`src/rtl/fetch_prefetch_unit.sv`:
```
`default_nettype none
// ============================================================================
// Module      : fetch_prefetch_unit
// Description : Sequential-PC instruction fetch with a DEPTH-entry prefetch
//               queue. Fetches go through a req/gnt/rvalid memory port with
//               variable latency and one request outstanding at a time.
//               Decode drains the queue through a valid/ready handshake. An
//               execute-stage redirect flushes the queue and any in-flight
//               fetch.
// Ports       : clk, rst (asynchronous, active-high)
//               redirect_valid/redirect_pc   - EX branch/jump redirect
//               imem_req/imem_addr/imem_gnt  - fetch request channel
//               imem_rvalid/imem_rdata       - fetch response channel
//               dec_valid/dec_ready          - decode handshake
//               dec_instr/dec_pc/dec_pc_plus4 - queue head contents
//               misalign_flag                - sticky misaligned-redirect flag
// Options     : FETCH_MISALIGN_TRAP_EN - when defined, a misaligned redirect
//               sets misalign_flag and halts fetch; otherwise the target is
//               force-aligned and misalign_flag is tied to 0.
// Revision    : 1.0 - initial release
// ============================================================================
module fetch_prefetch_unit #(
    parameter int              XLEN         = 32,
    parameter int              DEPTH        = 4,
    parameter logic [XLEN-1:0] RESET_VECTOR = '0
) (
    input  logic            clk,
    input  logic            rst,
    input  logic            redirect_valid,
    input  logic [XLEN-1:0] redirect_pc,
    output logic            imem_req,
    output logic [XLEN-1:0] imem_addr,
    input  logic            imem_gnt,
    input  logic            imem_rvalid,
    input  logic [XLEN-1:0] imem_rdata,
    output logic            dec_valid,
    input  logic            dec_ready,
    output logic [XLEN-1:0] dec_instr,
    output logic [XLEN-1:0] dec_pc,
    output logic [XLEN-1:0] dec_pc_plus4,
    output logic            misalign_flag
);

    localparam int              c_PTR_W = $clog2(DEPTH);
    localparam int              c_CNT_W = c_PTR_W + 1;
    localparam logic [c_CNT_W-1:0] c_DEPTH = c_CNT_W'(DEPTH);
    localparam logic [XLEN-1:0] c_PC_STEP = XLEN'(4);

    typedef enum logic [1:0] {
        ST_IDLE = 2'd0,
        ST_REQ  = 2'd1,
        ST_WAIT = 2'd2
    } state_t;

    state_t               r_state;
    logic [XLEN-1:0]      r_fetch_pc;
    logic [XLEN-1:0]      r_req_pc;      // PC of the outstanding request
    logic                 r_kill;        // outstanding response must be dropped
    logic [c_PTR_W-1:0]   r_wr_ptr;
    logic [c_PTR_W-1:0]   r_rd_ptr;
    logic [c_CNT_W-1:0]   r_count;
    logic [XLEN-1:0]      r_hold_instr;  // last presented head, shown while empty
    logic [XLEN-1:0]      r_hold_pc;
    logic [XLEN-1:0]      r_q_instr [DEPTH];
    logic [XLEN-1:0]      r_q_pc    [DEPTH];

    logic [XLEN-1:0]      w_redir_pc;
    logic                 w_redir_misaligned;
    logic                 w_halt;
    logic                 w_grant;
    logic                 w_resp;
    logic                 w_enq;
    logic                 w_deq;
    logic [c_CNT_W-1:0]   w_count_next;

`ifdef FETCH_MISALIGN_TRAP_EN
    logic r_misalign;

    assign w_redir_pc         = redirect_pc;
    assign w_redir_misaligned = (redirect_pc[1:0] != 2'b00);
    assign w_halt             = r_misalign;
    assign misalign_flag      = r_misalign;

    always_ff @(posedge clk or posedge rst) begin
        if (rst) begin
            r_misalign <= 1'b0;
        end else if (redirect_valid) begin
            r_misalign <= w_redir_misaligned;
        end
    end
`else
    assign w_redir_pc         = redirect_pc & ~XLEN'(3);
    assign w_redir_misaligned = 1'b0;
    assign w_halt             = 1'b0;
    assign misalign_flag      = 1'b0;
`endif

    // Responses are only meaningful while a request is outstanding; a redirect
    // on the same edge takes priority over both queue operations.
    assign w_grant      = (r_state == ST_REQ) && imem_gnt;
    assign w_resp       = (r_state == ST_WAIT) && imem_rvalid;
    assign w_enq        = w_resp && !r_kill && !redirect_valid;
    assign w_deq        = dec_valid && dec_ready && !redirect_valid;
    assign w_count_next = r_count + c_CNT_W'(w_enq) - c_CNT_W'(w_deq);

    assign imem_req     = (r_state == ST_REQ);
    assign imem_addr    = r_fetch_pc;
    assign dec_valid    = (r_count != '0);
    assign dec_instr    = dec_valid ? r_q_instr[r_rd_ptr] : r_hold_instr;
    assign dec_pc       = dec_valid ? r_q_pc[r_rd_ptr]    : r_hold_pc;
    assign dec_pc_plus4 = dec_pc + c_PC_STEP;

    // Queue storage needs no reset: it is only read while dec_valid is high.
    always_ff @(posedge clk) begin
        if (w_enq) begin
            r_q_instr[r_wr_ptr] <= imem_rdata;
            r_q_pc[r_wr_ptr]    <= r_req_pc;
        end
    end

    always_ff @(posedge clk or posedge rst) begin
        if (rst) begin
            r_state      <= ST_IDLE;
            r_fetch_pc   <= RESET_VECTOR;
            r_req_pc     <= '0;
            r_kill       <= 1'b0;
            r_wr_ptr     <= '0;
            r_rd_ptr     <= '0;
            r_count      <= '0;
            r_hold_instr <= '0;
            r_hold_pc    <= '0;
        end else begin
            if (dec_valid) begin
                r_hold_instr <= r_q_instr[r_rd_ptr];
                r_hold_pc    <= r_q_pc[r_rd_ptr];
            end

            if (redirect_valid) begin
                r_wr_ptr   <= '0;
                r_rd_ptr   <= '0;
                r_count    <= '0;
                r_fetch_pc <= w_redir_pc;
                if (w_redir_misaligned) begin
                    // Fetch parks in IDLE; any late response is ignored there.
                    r_state <= ST_IDLE;
                    r_kill  <= 1'b0;
                end else begin
                    case (r_state)
                        ST_REQ: begin
                            if (imem_gnt) begin
                                // Old address was granted on this edge: drop its data.
                                r_kill  <= 1'b1;
                                r_state <= ST_WAIT;
                            end else begin
                                r_state <= ST_REQ;
                            end
                        end
                        ST_WAIT: begin
                            if (imem_rvalid) begin
                                // Coinciding response is the stale one; it is gone now.
                                r_kill  <= 1'b0;
                                r_state <= ST_REQ;
                            end else begin
                                r_kill  <= 1'b1;
                                r_state <= ST_WAIT;
                            end
                        end
                        default: begin
                            r_kill  <= 1'b0;
                            r_state <= ST_REQ;
                        end
                    endcase
                end
            end else begin
                if (w_enq) begin
                    r_wr_ptr <= r_wr_ptr + 1'b1;
                end
                if (w_deq) begin
                    r_rd_ptr <= r_rd_ptr + 1'b1;
                end
                r_count <= w_count_next;

                case (r_state)
                    ST_IDLE: begin
                        // Nothing is in flight here, so only the queue occupancy matters.
                        if (!w_halt && (r_count < c_DEPTH)) begin
                            r_state <= ST_REQ;
                        end
                    end
                    ST_REQ: begin
                        if (w_grant) begin
                            r_req_pc   <= r_fetch_pc;
                            r_fetch_pc <= r_fetch_pc + c_PC_STEP;
                            r_state    <= ST_WAIT;
                        end
                    end
                    ST_WAIT: begin
                        if (w_resp) begin
                            r_kill  <= 1'b0;
                            r_state <= (w_count_next < c_DEPTH) ? ST_REQ : ST_IDLE;
                        end
                    end
                    default: begin
                        r_state <= ST_IDLE;
                    end
                endcase
            end
        end
    end

endmodule
`default_nettype wire

```
`config.mk`:
```
export PLATFORM = sky130hd
export DESIGN_NAME = fetch_prefetch_unit
export DESIGN_NICKNAME = d
export VERILOG_FILES = /design/src/rtl/fetch_prefetch_unit.sv
export SDC_FILE = /design/constraint.sdc
export NUM_CORES = 1
export LEC_CHECK = 0
export CAP_MARGIN = 0
export CORE_ASPECT_RATIO = 0.75
export CORE_UTILIZATION = 50
export DETAILED_ROUTE_END_ITERATION = 6
export GPL_ROUTABILITY_DRIVEN = 0
export PLACE_DENSITY = 0.76
export SYNTH_ARGS = -nofsm -noshare
export SYNTH_HDL_FRONTEND = slang
export SYNTH_SLANG_ARGS = --single-unit
```
`constraint.sdc`:
```
create_clock -name clk -period 4.9 [get_ports clk]
set_clock_uncertainty 0.05 [all_clocks]
set_input_delay 1.47 -clock clk [delete_from_list [all_inputs] [get_ports clk]]
set_output_delay 1.47 -clock clk [all_outputs]
set_load 0.01 [all_outputs]
```
==> metrics <==
status=finished clean; CTS HTree Levels=2; largest family of logic cells by synthesized area=multiplexers; Die Footprint=31900 sq um; post-synthesis cell area=15600 sq um; Slew @ Worst Pin=0.761 ns; Clock Tree Buf Depth=3; CP arrival=3.28 ns; Fillers=2214; Max FO, Critical Path=8; drt total wl=33800 um; # port buffers=195; via count=9106; slew margin rel.=0.493; sequential share of the synthesized area=0.692; Critical Path Max Stage Delay=0.57 ns; Initial Util=0.513; Clock power frac=0.236; DR WL/cell=20.1 um; DRC viols=0; Max Fclk=208 MHz; worst skew pair latency=0.52 ns; Unique masters post-synth=57; setup TNS=0 ns; Yosys reg bits=382; Yosys warning count=0; Crit. End Element=output port; via-per-instance ratio=5.42; Hold WS=0.415 ns; Overall Global Routing Usage=0.218; most frequent cells in the layout=edfxtp_1 (248), nand2_1 (216), clkdlybuf4s50_1 (172), dfrtp_1 (131), mux4_2 (52); largest net degree at the start of global routing=123; critical path type=reg2out; register area=10800 sq um; Vert. Die Dim=155 um; Ports=201; P_sw=4000 uW; internal power=8150 uW; HPWL Detailed=22300 um; Die Wd=206 um; Synth Instances=1022; final instance area=19600 sq um; antenna viol nets, final=0; share of flip-flops with an asynchronous set or reset=0.351; initial antenna violation count=0; commonest non-fill, non-tap cell in the layout=edfxtp_1; CTS tree=built; vias in the first global route=9260; Leak=0.00748 uW; Net Sw Frac=0.329; area leader, netlist=edfxtp_1; core area=30400 sq um; area post-placement=18100 sq um; Worst-path clk slew=0.06 ns; max-slew violation count=0; Rows=55; most common flop cell mapped by yosys=edfxtp_1; Final nets=1335; mux cell area share after synthesis=0.123; HP Class=reg2reg; CP Cell Sequence=buf_4, mux4_2, mux2i_2, inv_2, ha_1, and4b_1, and4_4, o21a_1, xor2_1, clkdlybuf4s15_1; top cell type's share of synthesized area=0.477; Mean Syn Cell Area=15.3 sq um; sequential share of power=0.369; final core utilization=0.643; Fin. Hold Viols=0; maximum VDD drop=258 uV; min Tclk post-route=4.80 ns; first-pass iteration count of the detailed router=6; XOR/XNOR share of the synthesized area=0.0348; Critical Path Source Type=register; Finish-stage setup viols=0; hold buffer count at CTS=0; Max-Cap Viols=0; WP data required=3.38 ns; simple-gate share of the synthesized area=0.0982; GR Overflow Total=0; DR iter-0 viols=655; EDFF count, synth=248; Area Overhead vs Synth=25.2%; share of cells above drive strength 1=0.169; multi-input logic area=4530 sq um; Clock Tree Root=clkbuf_16; Compound-Gate Fraction of Synth Area=0.0200; post-synthesis adder-cell area fraction=0.0109; Num Clock Sinks=382; Area contributors post-synth=edfxtp_1 (48%), dfrtp_1 (21%), mux4_2 (6.8%), nand2_1 (5.2%), mux4_1 (2.5%); final worst path period share=0.980; combinational power share=0.395; slowest cell on the critical path=mux4_2; PwrDens=621 nW/um^2; Num CTS Buffers=38; first-pass GRT wire length=53000 um
-- power by group through the flow --
stage / clock (uW) / sequential [uW] / combinational [uW]
2_1_floorplan: 0 / 4360 / 2460
3_3_place_gp: 0 / 4490 / 4650
3_5_place_dp: 0 / 4530 / 4740
4_1_cts: 2930 / 4470 / 4780
5_1_grt: 3050 / 4540 / 5200
6_report: 2860 / 4480 / 4800
-- path summary, 6_finish.rpt --
kind / cells after the start / start / to / slack [ns]
max: 10 / r_rd_ptr[0]$_DFFE_PP0P_ / dec_pc_plus4[24] / 0.1
min: 2 / r_hold_instr[30]$_DFF_PP0_ / r_hold_instr[30]$_DFF_PP0_ / 0.41
max reg2reg: 17 / r_count[2]$_DFF_PP0_ / r_state[0]$_DFFE_PP0P_ / 1.51
min reg2reg: 2 / r_hold_instr[30]$_DFF_PP0_ / r_hold_instr[30]$_DFF_PP0_ / 0.41
max in group asynchronous: 3 / rst / r_hold_pc[12]$_DFF_PP0_ / 2.54
min in group asynchronous: 2 / rst / imem_addr[6]$_DFFE_PP0P_ / 1.22
-- cell usage after synthesis, types with 2 or more instances --
master      n
a211oi_1    2
xnor2_1    23
ha_1       12
a21oi_1     5
nand3_1    24
inv_1      17
mux4_1     15
buf_1       5
and3_1      7
buf_8       2
mux2i_1    10
and4b_1     2
and2_1      7
nor2b_1     3
and4_4      2
and4_1      5
clkbuf_1   25
buf_6       2
mux4_2     47
dfrtp_1   134
nor4_1      2
mux2_2     32
nand2b_1    3
edfxtp_1  248
nand4_1    20
nor3_1      6
xor2_1     39
buf_4       6
o21ai_0    34
o21a_1      2
nor2_1     31
nand2_1   218
buf_2       8
-- timing repair --
item                                    CTS  global route
setup buffers                             6             6
endpoints found under the hold margin     0             0
pin swaps                                 2             1
gates resized for setup                  22            30
endpoints found under the setup margin   23            16
-- sequential cells by signal, summed over array words and instances, names as in the netlist --
name / count
r_req_pc: 30
r_kill: 1
r_q_instr: 128
r_hold_instr: 32
imem_addr: 30
r_wr_ptr: 2
r_rd_ptr: 2
r_state: 2
r_hold_pc: 32
r_count: 3
r_q_pc: 120
-- metal layers --
layer	GRT usage	up-vias	wire (um)
met4	0.0487	0	532
met3	0.0373	37	2390
met5	0	-	0
met2	0.330	297	15200
met1	0.333	4570	15700
li1	-	4202	-
-- stage by stage --
step / std cells / worst slack, ns / total power, uW
global route: 1680 / -0.0101 / 12800
CTS: 1674 / -0.0829 / 12200
finish: 1681 / 0.0967 / 12100
global placement: 1599 / 0.306 / 9150
floorplan: 1024 / 0.288 / 6830
detailed placement: 1599 / 0.236 / 9280
-- final cells by class --
type | instances | area share
Sequential cell | 382 | 0.553
Tap cell | 399 | 0.0255
Timing Repair Buffer | 237 | 0.122
Clock buffer | 50 | 0.0541
Antenna cell | 1 | 0.000128
Clock inverter | 19 | 0.00934
Multi-Input combinational cell | 575 | 0.232
Inverter | 18 | 0.00390
-- critical path, delay by kind of cell, from the launching register on --
kind,cells,cell delay (ns)
AOI/OAI and AO/OA,1,0.12
adders and majority gates,1,0.23
buffers and inverters,3,0.49
muxes,2,0.80
DFF,1,0.51
xor gates and xnor gates,1,0.20
and+or+nand+nor,2,0.41
-- cells by family after synthesis --
family / count (synthesis)
flip-flops: 382
AND/OR/NAND/NOR: 340
multiplexers: 104
AO/OA/AOI/OAI: 53
adder cells (fa/ha/maj): 13
other: 1
buffers and inverters: 67
XOR/XNOR: 62
No activity file was read; power rests on OpenSTA's default activity.
==> RTL change: new RTL, config.mk and constraints unchanged <==
Re-encode `state_t` (3 states) as one-hot, 3 bits wide.
--- a/src/rtl/fetch_prefetch_unit.sv
+++ b/src/rtl/fetch_prefetch_unit.sv
@@ -46,10 +46,10 @@
     localparam logic [c_CNT_W-1:0] c_DEPTH = c_CNT_W'(DEPTH);
     localparam logic [XLEN-1:0] c_PC_STEP = XLEN'(4);
 
-    typedef enum logic [1:0] {
-        ST_IDLE = 2'd0,
-        ST_REQ  = 2'd1,
-        ST_WAIT = 2'd2
+    typedef enum logic [2:0] {
+        ST_IDLE = 3'b001,
+        ST_REQ  = 3'b010,
+        ST_WAIT = 3'b100
     } state_t;
 
     state_t               r_state;
Function: same outputs for any inputs over 4 cycles, from zero or initial values and one cycle with rst high; so few cycles prove little.
==> RTL change against the unedited design <==
Setup slack improved by 0.0039 ns; cell area fell by 0.49%; synthesized cell count fell by 1.5%; global-route usage rose by 0.17 points; sequential cell count rose by 1; largest cell class unchanged; highest routed layer unchanged; power barely moved; largest power group unchanged; area after synthesis fell by 0.36%; routed wire length rose by 1.5%.
==> RTL change: results (changes against the unedited design) <==
| Metric | Value |
|---|---|
| Synth top cells by count | `edfxtp_1 (248), nand2_1 (212), dfrtp_1 (134), mux4_2 (44), mux2_2 (38)` |
| Count of routing violations after the opening detailed-route iteration | `654 (-0.15%)` |
| Reg2Reg Depth | `16 (-1)` |
| Top delay family on crit path | `buffers and inverters` |
| Ranking of synthesized cells by area | `edfxtp_1 (48%), dfrtp_1 (22%), mux4_2 (6.4%)` |
| DP Cell Count | `1587 (-0.75%)` |
| Reg-to-reg endpoint | `r_state[1]` |
| Number of antenna violations at the first check in global routing | `1 (+1)` |
| Post CTS Setup Buffer Count | `5 (-1)` |
| Maximum resistive drop on vdd | `306 uV (+19%)` |
| Adder-Cell Fraction of Synth Area | `0.772% (-0.32 points)` |
| Worst-margin pin slew | `0.680 ns (-0.0807 ns)` |
| Final period util | `97.9% (about the same)` |
| Peak per-stage delay on the critical path | `0.54 ns (-0.03 ns)` |
| Total power per unit cell area | `624 mW/mm2 (+0.42%)` |
| Number of standard cells after synthesis | `1007 (-1.5%)` |
| Compound-Gate Fraction of Synth Area | `1.75% (-0.25 points)` |
| Area share of xor/xnor cells in the synthesized design | `3.49% (+0.013 points)` |
| Leak Pwr | `7.23 nW (-3.3%)` |
| Overall Global Routing Usage | `22.0% (+0.17 points)` |
| Hold-critical path endpoint | `r_hold_instr[28]` |
| Placed inst area | `0.0181 mm2 (-0.31%)` |
| Final wirelength | `34400 um (+1.5%)` |
| Maximum number of pins on one net before global-route repair | `71 (-42%)` |
| Post-DR vias/cell | `5.53 (+2.0%)` |
| Result of the run | `complete, no violations` |
| Worst setup timing slack at the placement stage | `0.0678 ns (-0.168 ns)` |
| Layout cell share with drive strength beyond 1 | `17.3% (+0.48 points)` |
| NumNets Final | `1313 (-1.6%)` |
| Drt wl/cell | `20.7 um (+2.6%)` |
| Flop pwr share | `36.8% (about the same)` |
| Initial DRT Pass Iterations | `5 (-1)` |
| Share of async-settable or async-resettable flops after synthesis | `35.2% (+0.17 points)` |
| Switching power | `3.97 mW (-0.58%)` |
| Post-detailed-placement half-perimeter wirelength | `22200 um (-0.68%)` |
| Library cells used by synthesis | `52 (-8.8%)` |
| Fraction of synthesized area in multiplexers | `12.8% (+0.55 points)` |
| Sequential element share of the synthesized area | `69.6% (+0.42 points)` |
| Clock share of power | `24.9% (+1.3 points)` |
| CP max stage cell | `dfrtp_4` |
## RTL change: cell count changes after synthesis, moves of 6 or more
cell / before / now
nand2_1: 218 / 212
xor2_1: 39 / 25
xnor2_1: 23 / 37
nor2_1: 31 / 24
mux2_2: 32 / 38
nand3_1: 24 / 31
## RTL change: final cells by class
class / instances / area [um2] / share of cell area (%)
Multi-Input combinational cell: 560 / 4410 / 22.7
Sequential cell: 383 / 10800 / 55.7
Inverter: 17 / 67.6 / 0.347
Tap cell: 399 / 499 / 2.57
Clock buffer: 46 / 1040 / 5.36
Clock inverter: 23 / 270 / 1.39
Timing Repair Buffer: 234 / 2330 / 12.0
Antenna cell: 1 / 2.50 / 0.0129
## RTL change: metal layers
layer / GRT usage [%] / vias up / part of all wire (%)
li1: - / 4152 / -
met1: 31.1 / 4645 / 44
met2: 34.1 / 333 / 46
met3: 4.32 / 59 / 6.8
met4: 8.15 / 0 / 2.8
met5: 0 / - / 0
